`src/rtl/smg_zuhe_drv_pkg.sv`:
```
// smg_zuhe_drv_pkg: shared constants and frame builder for the seven-segment driver
//   FRAME_BITS : bits per serial frame (two cascaded 74HC595)
//   STCP_PHASE : slot phase at which the storage clock pulses
//   DIGITS     : number of multiplexed digits
//   SEG_LUT    : active-low common-anode decode, dp off
package smg_zuhe_drv_pkg;
    localparam int FRAME_BITS = 16;
    localparam int STCP_PHASE = 33;
    localparam int DIGITS = 4;
    localparam logic [15:0][7:0] SEG_LUT = {
        8'h8E, 8'h86, 8'hA1, 8'hC6, 8'h83, 8'h88, 8'h90, 8'h80,
        8'hF8, 8'h82, 8'h92, 8'h99, 8'hB0, 8'hA4, 8'hF9, 8'hC0
    };
    // {seg, sel}: seg goes to the far 595 because it is shifted first
    function automatic logic [FRAME_BITS-1:0] mk_frame(input logic [15:0] disp, input logic [1:0] dig);
        logic [3:0] nib;
        nib = disp[{dig, 2'b00} +: 4];
        return {SEG_LUT[nib], ~(8'h01 << dig)};
    endfunction
endpackage

```
`src/rtl/smg_zuhe_drv_if.sv`:
```
// smg_zuhe_drv_if: value-load and 595 serial-pin bundle
//   smg_mul_data/smg_mul_update : 16-bit hex value and its one-cycle load strobe
//   ds_data/ds_shcp/ds_stcp     : 595 serial data, shift clock, storage clock
interface smg_zuhe_drv_if;
    logic [15:0] smg_mul_data;
    logic smg_mul_update;
    logic ds_data;
    logic ds_shcp;
    logic ds_stcp;
    modport master(output smg_mul_data, smg_mul_update, input ds_data, ds_shcp, ds_stcp);
    modport slave(input smg_mul_data, smg_mul_update, output ds_data, ds_shcp, ds_stcp);
endinterface

```
`src/rtl/smg_zuhe_drv_hc595_tx.sv`:
```
// smg_zuhe_drv_hc595_tx: 16-bit MSB-first serializer for two cascaded 74HC595
//   clk, rst : clock, synchronous active-high reset
//   frame    : word loaded when start is high
//   start    : one-cycle strobe beginning a frame
//   ds_*     : registered serial data, shift clock, storage clock
module smg_zuhe_drv_hc595_tx
    import smg_zuhe_drv_pkg::*;
(
    input  logic                  clk,
    input  logic                  rst,
    input  logic [FRAME_BITS-1:0] frame,
    input  logic                  start,
    output logic                  ds_data,
    output logic                  ds_shcp,
    output logic                  ds_stcp
);
    localparam logic [5:0] SP = 6'(STCP_PHASE);
    // ph tracks the slot phase: odd phases present a bit, even phases raise shcp
    logic [5:0] ph_q, ph_d;
    logic [FRAME_BITS-1:0] sh_q, sh_d;
    logic data_q, data_d, shcp_q, shcp_d, stcp_q, stcp_d, shift;
    always_comb begin
        shift  = ph_q[0] && ph_q != SP;
        ph_d   = start ? 6'd1 : (ph_q == '0 || ph_q == SP) ? '0 : ph_q + 6'd1;
        sh_d   = start ? frame : shift ? {sh_q[FRAME_BITS-2:0], 1'b0} : sh_q;
        data_d = shift ? sh_q[FRAME_BITS-1] : data_q;
        shcp_d = ph_q != '0 && !ph_q[0];
        stcp_d = ph_q == SP;
    end
    always_ff @(posedge clk) begin
        if (rst) begin
            ph_q   <= '0;
            sh_q   <= '0;
            data_q <= 1'b0;
            shcp_q <= 1'b0;
            stcp_q <= 1'b0;
        end else begin
            ph_q   <= ph_d;
            sh_q   <= sh_d;
            data_q <= data_d;
            shcp_q <= shcp_d;
            stcp_q <= stcp_d;
        end
    end
    assign ds_data = data_q;
    assign ds_shcp = shcp_q;
    assign ds_stcp = stcp_q;
endmodule

```
`src/rtl/smg_zuhe_drv.sv`:
```
// smg_zuhe_drv: four-digit hex seven-segment driver over two cascaded 74HC595
//   MAX_CNT : clock cycles per digit slot (>= 40)
//   clk     : clock
//   rst_n   : synchronous reset, 1 = reset (name kept for board compatibility)
//   bus     : value load inputs and 595 serial outputs
module smg_zuhe_drv
    import smg_zuhe_drv_pkg::*;
#(
    parameter int MAX_CNT = 50000
) (
    input logic           clk,
    input logic           rst_n,
    smg_zuhe_drv_if.slave bus
);
    localparam int CW = $clog2(MAX_CNT);
    logic [CW-1:0] cnt_q, cnt_d;
    logic [$clog2(DIGITS)-1:0] dig_q, dig_d;
    logic [15:0] disp_q, disp_d;
    logic [FRAME_BITS-1:0] frame;
    logic wrap;
    always_comb begin
        wrap   = cnt_q == CW'(MAX_CNT - 1);
        cnt_d  = wrap ? '0 : cnt_q + CW'(1);
        dig_d  = wrap ? dig_q + 2'd1 : dig_q;
        disp_d = bus.smg_mul_update ? bus.smg_mul_data : disp_q;
        frame  = mk_frame(disp_q, dig_q);
    end
    always_ff @(posedge clk) begin
        if (rst_n) begin
            cnt_q  <= '0;
            dig_q  <= '0;
            disp_q <= '0;
        end else begin
            cnt_q  <= cnt_d;
            dig_q  <= dig_d;
            disp_q <= disp_d;
        end
    end
    // snapshot at cnt 0 uses the pre-update disp, so a strobe never alters a frame in flight
    smg_zuhe_drv_hc595_tx u_hc595_tx (
        .clk    (clk),
        .rst    (rst_n),
        .frame  (frame),
        .start  (cnt_q == '0),
        .ds_data(bus.ds_data),
        .ds_shcp(bus.ds_shcp),
        .ds_stcp(bus.ds_stcp)
    );
endmodule

```
`src/flat_wrapper.sv`:
```
// flat-port wrapper written by rule: the top's interface ports become plain ports
module smg_zuhe_drv_flat import smg_zuhe_drv_pkg::*;
#(
    parameter int MAX_CNT = 50000
)
  (clk, rst_n, bus_smg_mul_data, bus_smg_mul_update, bus_ds_data, bus_ds_shcp, bus_ds_stcp);
  smg_zuhe_drv_if bus_i ();
  input logic clk;
  input logic rst_n;
  input wire logic [$bits(bus_i.smg_mul_data)-1:0] bus_smg_mul_data;
  input wire logic [$bits(bus_i.smg_mul_update)-1:0] bus_smg_mul_update;
  output wire logic [$bits(bus_i.ds_data)-1:0] bus_ds_data;
  output wire logic [$bits(bus_i.ds_shcp)-1:0] bus_ds_shcp;
  output wire logic [$bits(bus_i.ds_stcp)-1:0] bus_ds_stcp;
  assign bus_i.smg_mul_data = bus_smg_mul_data;
  assign bus_i.smg_mul_update = bus_smg_mul_update;
  assign bus_ds_data = bus_i.ds_data;
  assign bus_ds_shcp = bus_i.ds_shcp;
  assign bus_ds_stcp = bus_i.ds_stcp;
  smg_zuhe_drv #(.MAX_CNT(MAX_CNT)) u_core (.clk(clk), .rst_n(rst_n), .bus(bus_i));
endmodule
```
`config.mk`:
```
export PLATFORM = sky130hd
export DESIGN_NAME = smg_zuhe_drv_flat
export DESIGN_NICKNAME = d
export VERILOG_FILES = /design/src/rtl/smg_zuhe_drv_pkg.sv /design/src/rtl/smg_zuhe_drv_if.sv /design/src/rtl/smg_zuhe_drv_hc595_tx.sv /design/src/rtl/smg_zuhe_drv.sv /design/src/flat_wrapper.sv
export SDC_FILE = /design/constraint.sdc
export NUM_CORES = 1
export LEC_CHECK = 0
export CAP_MARGIN = 10
export CELL_PAD_IN_SITES_DETAIL_PLACEMENT = 2
export CELL_PAD_IN_SITES_GLOBAL_PLACEMENT = 2
export CORE_MARGIN = 5
export CORE_UTILIZATION = 39
export DETAILED_ROUTE_END_ITERATION = 12
export PLACE_DENSITY = 0.81
export SETUP_SLACK_MARGIN = 0.3
export SYNTH_ARGS = -nofsm -noshare
export SYNTH_HDL_FRONTEND = slang
export SYNTH_HIERARCHICAL = 1
export SYNTH_SLANG_ARGS = --single-unit
export TNS_END_PERCENT = 20
```
`constraint.sdc`:
```
create_clock -name clk -period 5.8 [get_ports clk]
set_input_delay 1.74 -clock clk [delete_from_list [all_inputs] [get_ports clk]]
set_output_delay 1.74 -clock clk [all_outputs]
set_load 0.02 [all_outputs]
```
-- Word-level counts from Yosys, hierarchy flattened
Memory sizes are Yosys's and may differ from the RTL's.
Cells that the tools add are included.
Widths: inputs -> output; s select.
- register bits: 59
- bits in latches: 0
- bits in writable memories: 0
- ROM bits: 128
- input port bits: 19
- output and inout bits: 3
- logic and storage cells: 35
- memories kept: 1
- $add $sub $neg: 3
- $mul: 0
- divide/modulo/power cells: 0
- order comparisons: 1
- eq/ne operators: 3
- shift operators: 2
- mux-type cells: 5
- bitwise operators: 1
- reductions and logical operators: 10
- memories (name ; words ; width ; read ports ; clocked after memory_dff ; wr ports ; line ; RTL):
    (name not given) ; 16 ; 8 ; 1 ; 0 ; 0 ; smg_zuhe_drv_pkg.sv:18 ; return {SEG_LUT[nib], ~(8'h01 << dig)};
- operators by type and width (operator ; count):
    $mux 16 ; 2
    $add 16x1->16 const B ; 1
    $eq 16x16->1 const B ; 1
    $logic_not 16->1 ; 1
    $shiftx 16x5->4 ; 1
    $mux 8 ; 1
    $not 8->8 ; 1
    $shl 1x2->8 const A ; 1
    $add 6x1->6 const B ; 1
    $eq 6x6->1 const B ; 1
    $logic_not 6->1 ; 1
    $ne 6x6->1 const B ; 1
    $reduce_bool 6->1 ; 1
    $lt 4x5->1 const B ; 1
    $reduce_or 3->1 ; 1
    $add 2x1->2 const B ; 1
    $logic_and 1x1->1 ; 2
    $mux 1 ; 2
    $reduce_bool 2->1 ; 1
    $reduce_or 2->1 ; 1
    $logic_not 1->1 ; 1
    $logic_or 1x1->1 ; 1

-- Longest topological paths before layout
- word-level depth: 4
- depth in mapped cells: 10
- gate-level depth less buffers: 9

-- Cells and area by module
Netlist, hierarchy kept.
- modules (own cells, without submodules) (module ; times used ; cells an instance ; area an instance (um^2) ; seq. area each (um^2)):
    smg_zuhe_drv ; 1 ; 202 ; 1825.5 ; 680.7
    smg_zuhe_drv_hc595_tx ; 1 ; 134 ; 1209.9 ; 500.5

-- Least setup slack after synthesis
Ideal clock, no wire load.
- path type: input to register
- from: input port bus_smg_mul_update
- to: register u_core.disp_q[0]
- setup time: 0.128 ns
- arrival time: 2.802 ns
- data required time: 5.672 ns
- slack: 2.871 ns
- stages: 4
- path buffers: 2
- cell sequence: clkbuf_1 > clkbuf_1 > mux2i_1 > nor2_1
- RTL lines (what ; line ; RTL):
    start, declared ; flat_wrapper.sv:11 ; input wire logic [$bits(bus_i.smg_mul_update)-1:0] bus_smg_mul_update;
    end signal, assigned ; smg_zuhe_drv.sv:36 ; disp_q <= disp_d;
    end, declared ; smg_zuhe_drv.sv:18 ; logic [15:0] disp_q, disp_d;

-- Worst setup path in the final report
- from: register u_core.u_hc595_tx.data_q (netlist: u_core/u_hc595_tx/ds_data)
- to: output port bus_ds_data
- RTL lines (what ; line ; RTL):
    start, declared ; smg_zuhe_drv_hc595_tx.sv:21 ; logic data_q, data_d, shcp_q, shcp_d, stcp_q, stcp_d, shift;
    start signal, assigned ; smg_zuhe_drv_hc595_tx.sv:40 ; data_q <= data_d;
    end, declared ; flat_wrapper.sv:12 ; output wire logic [$bits(bus_i.ds_data)-1:0] bus_ds_data;
No word-level cell between the ends.

==> impl_results.md <==
* Vias in the first global route at 2,817
* Worst-case clock skew at 0.00453 ns
* Summed instance area of the synthesized netlist at 0.00304 mm^2
* Worst stage delay on the critical path at 0.61 ns
* RSZ-0062 raised after global routing: no
* Number of buffers inserted by port buffering at 21
* Routed wire length at 8270 um
* Final Hold Vio Count at 0
* Endpoint type of the worst setup path: output port
* Period Utilization, post-route at 0.522
* Sort of element at the start of the critical path: flip-flop
* Static leakage at 0.00131 uW
* Status: complete, no violations
* Cells after Synth at 336
* Number of antenna violations at the first check in global routing at 0
* Longest Clk Path Bufs at 2
* Worst setup path endpoint: bus_ds_data
* Worst relative slew slack at 0.355
* Worst r2r src: u_core/u_hc595_tx/ph_q[0]
* GRT Total Usage at 0.178
* Pins over their slew limit at 0
* Chip width at 98.2 um
* Number of cells upsized or downsized after cts at 0
* Share of layout cells above drive strength 1 at 0.0950
* Top Ports at 22
* #FFs+latches synth at 59
* Peak VDD IR at 0.155 mV
* Cell with the biggest individual delay on the critical path: clkdlybuf4s50_1
* Min Tclk post-route at 3.03 ns
* Register clock-pin slew on the reported worst setup and hold paths at 0.07 ns
* Syn_area_per_cell at 9.03 um^2
* Drt via density at 5.48
* Number of levels the H-tree was split into at 3
* First element of the critical path: u_core/u_hc595_tx/ds_data
* First-pass GRT wire length at 13,900 um
* Worst path cell trace: clkdlybuf4s50_1
* Max FO, Critical Path at 2
* Total grt overflow at 0
* Number of clock sinks at 59
* Netlist cell types at 46
* Final net count at 387
* DRT iter0 DRCs at 47
* Final total negative setup slack at 0 ns
* Worst r2r dst: u_core/u_hc595_tx/sh_q[4]
* Clock latency at the later pin of the worst-skew pair at 0.33 ns
* Hold_buf cts at 0
* # Post-CTS Setup Buffers at 0
* Maximum frequency from static timing analysis at 331 MHz
* Initial Utilization at 0.397
* CP top delay family: buffers and inverters
* Critical setup path kind: flip-flop to output port
* Final ANT Viol Nets at 0
* Critical Path AT at 1.29 ns
* Core region area at 0.00765 mm^2
* Number of inserted diodes at 0
* Clk Tree Root Cell: clkbuf_8
* Number of synthesis warnings at 6
* Worst endpoint required time at 4.06 ns
* Placer congestion estimate at 0.715
* Vert. Die Dim at 98.2 um
* Power, Total at 950 uW
* Min-delay worst type: flip-flop to flip-flop
* Final setup violation count at 0
* Drt drc at 0
* Flop2flop setup slack at 3.39 ns
* Number of optimization iterations in the first detailed-route pass at 5
* Total clock buffers created by CTS at 9
* Half-perimeter wire length after detailed placement at 5600 um
* Area growth from synthesis to layout at 14.9%
* Die Area at 0.00965 mm^2
* MaxCap Viol Count at 0
* Routed WL per cell at 18.0 um
* Sequential share of the synthesized area at 0.389
* Most frequent standard cell in the layout excluding fill and tap cells: dfxtp_1
* Via count at 2,520
* Number of placement rows at 32
* CTS tree: built
* Slew @ Worst Pin at 0.964 ns
* Largest net degree at the start of global routing at 38
* Buffers and inverters on the worst path at 1
* Total stage count of the critical path at 1
* Cell area power density at 272 mW/mm^2
* Commonest non-fill, non-tap cells in the layout: dfxtp_1 (59), nor2_1 (35), nor3_1 (34), clkdlybuf4s50_1 (21), inv_1 (19)
* Worst r2r path cells at 4
-- worst reg2reg max path: cells and delay by family (launching register included) --
kind,cells,cell delay (ns)
AO/OA/AOI/OAI,1,0.39
adder cells (fa/ha/maj),1,0.30
flip-flops,1,0.89
AND/OR/NAND/NOR,2,0.72
-- per-layer routing --
metal,global-route usage,share of wire,vias to the layer above
met4,0.0483,0.0090,0
met2,0.331,0.54,24
met5,0,0,-
li1,-,-,1222
met1,0.201,0.43,1262
met3,0.0450,0.022,12
-- layout make-up --
class	instances	area, um^2
Sequential cell	59	1180
Clock inverter	2	10.0
Fill cell	853	4160
Timing Repair Buffer	24	233
Clock buffer	14	163
Multi-Input combinational cell	240	1700
Tap cell	102	128
Inverter	19	71.3
-- synthesized netlist by cell type (all sizes together) --
master	number	area [um^2]
nor2b	17	106
or4	3	30.0
nor4	2	12.5
buf	4	32.5
mux4	4	90.1
a22oi	1	7.51
nor3	35	175
nand2	12	45.0
nand2b	1	6.26
a21oi	6	30.0
o21bai	1	18.8
nand4	9	56.3
and2	3	18.8
nor3b	1	7.51
o21ai	8	40.0
mux2i	17	170
o32ai	1	8.76
o22ai	1	6.26
o31ai	2	15.0
o211ai	1	7.51
clkbuf	18	67.6
and4	1	8.76
or3	6	42.5
inv	19	71.3
nand3	10	50.1
xnor2	3	26.3
a22o	1	8.76
mux2	2	22.5
o21a	3	22.5
xor2	11	96.3
a31oi	1	6.26
a31o	1	8.76
dfxtp	59	1180
a311o	1	10.0
nor2	35	131
o221a	15	169
and3	3	20.0
ha	15	188
a211oi	1	7.51
o2bb2ai	1	8.76
conb	1	3.75
-- state kept, by name, summed over array words and instances (netlist names) --
register	count
u_core/dig_q	2
u_core/disp_q	16
u_core/cnt_q	16
u_core/u_hc595_tx/ph_q	6
u_core/u_hc595_tx/ds_data	1
u_core/u_hc595_tx/ds_shcp	1
u_core/u_hc595_tx/ds_stcp	1
u_core/u_hc595_tx/sh_q	16
-- metrics by stage --
step | area, um^2 | hold WS (ns) | std cells | setup WS (ns) | util
2_1_floorplan | 3050 | 0.425 | 340 | 2.87 | -
3_3_place_gp | 3320 | 0.441 | 444 | 2.48 | 0.434
3_5_place_dp | 3320 | 0.453 | 444 | 2.44 | 0.434
4_1_cts | 3490 | 0.470 | 460 | 2.74 | 0.456
5_1_grt | 3490 | 0.493 | 460 | 2.70 | 0.456
6_report | 3490 | 0.463 | 460 | 2.77 | 0.456
-- power breakdown --
group          total (uW)  internal, uW  switching [uW]  leakage, uW
combinational         145          72.2            72.6     0.000736
sequential            465           434            30.9     0.000484
clock                 340           178             162    0.0000905
-- worst min path at each step --
stage,start,endpoint,slack [ns],cells past startpoint
floorplan,u_core/cnt_q[0],u_core/cnt_q[0],0.43,1
global placement,u_core/cnt_q[0],u_core/cnt_q[0],0.44,1
detailed placement,u_core/cnt_q[0],u_core/cnt_q[0],0.45,1
CTS,u_core/cnt_q[0],u_core/cnt_q[0],0.47,1
global route,u_core/cnt_q[0],u_core/cnt_q[0],0.49,1
finish,u_core/cnt_q[0],u_core/cnt_q[0],0.46,1
-- cell families (layout without fill, tap and decap cells) --
family | count (synthesis) | after routing | synth area share
AOI/OAI and AO/OA | 45 | 45 | 0.124
adders and majority gates | 15 | 15 | 0.0618
other | 1 | 5 | 0.00124
and+or+nand+nor | 138 | 138 | 0.234
buffers and inverters | 41 | 59 | 0.0565
DFF | 59 | 59 | 0.389
xor gates and xnor gates | 14 | 14 | 0.0404
muxes | 23 | 23 | 0.0932
Power figures use the tool's default switching activity.
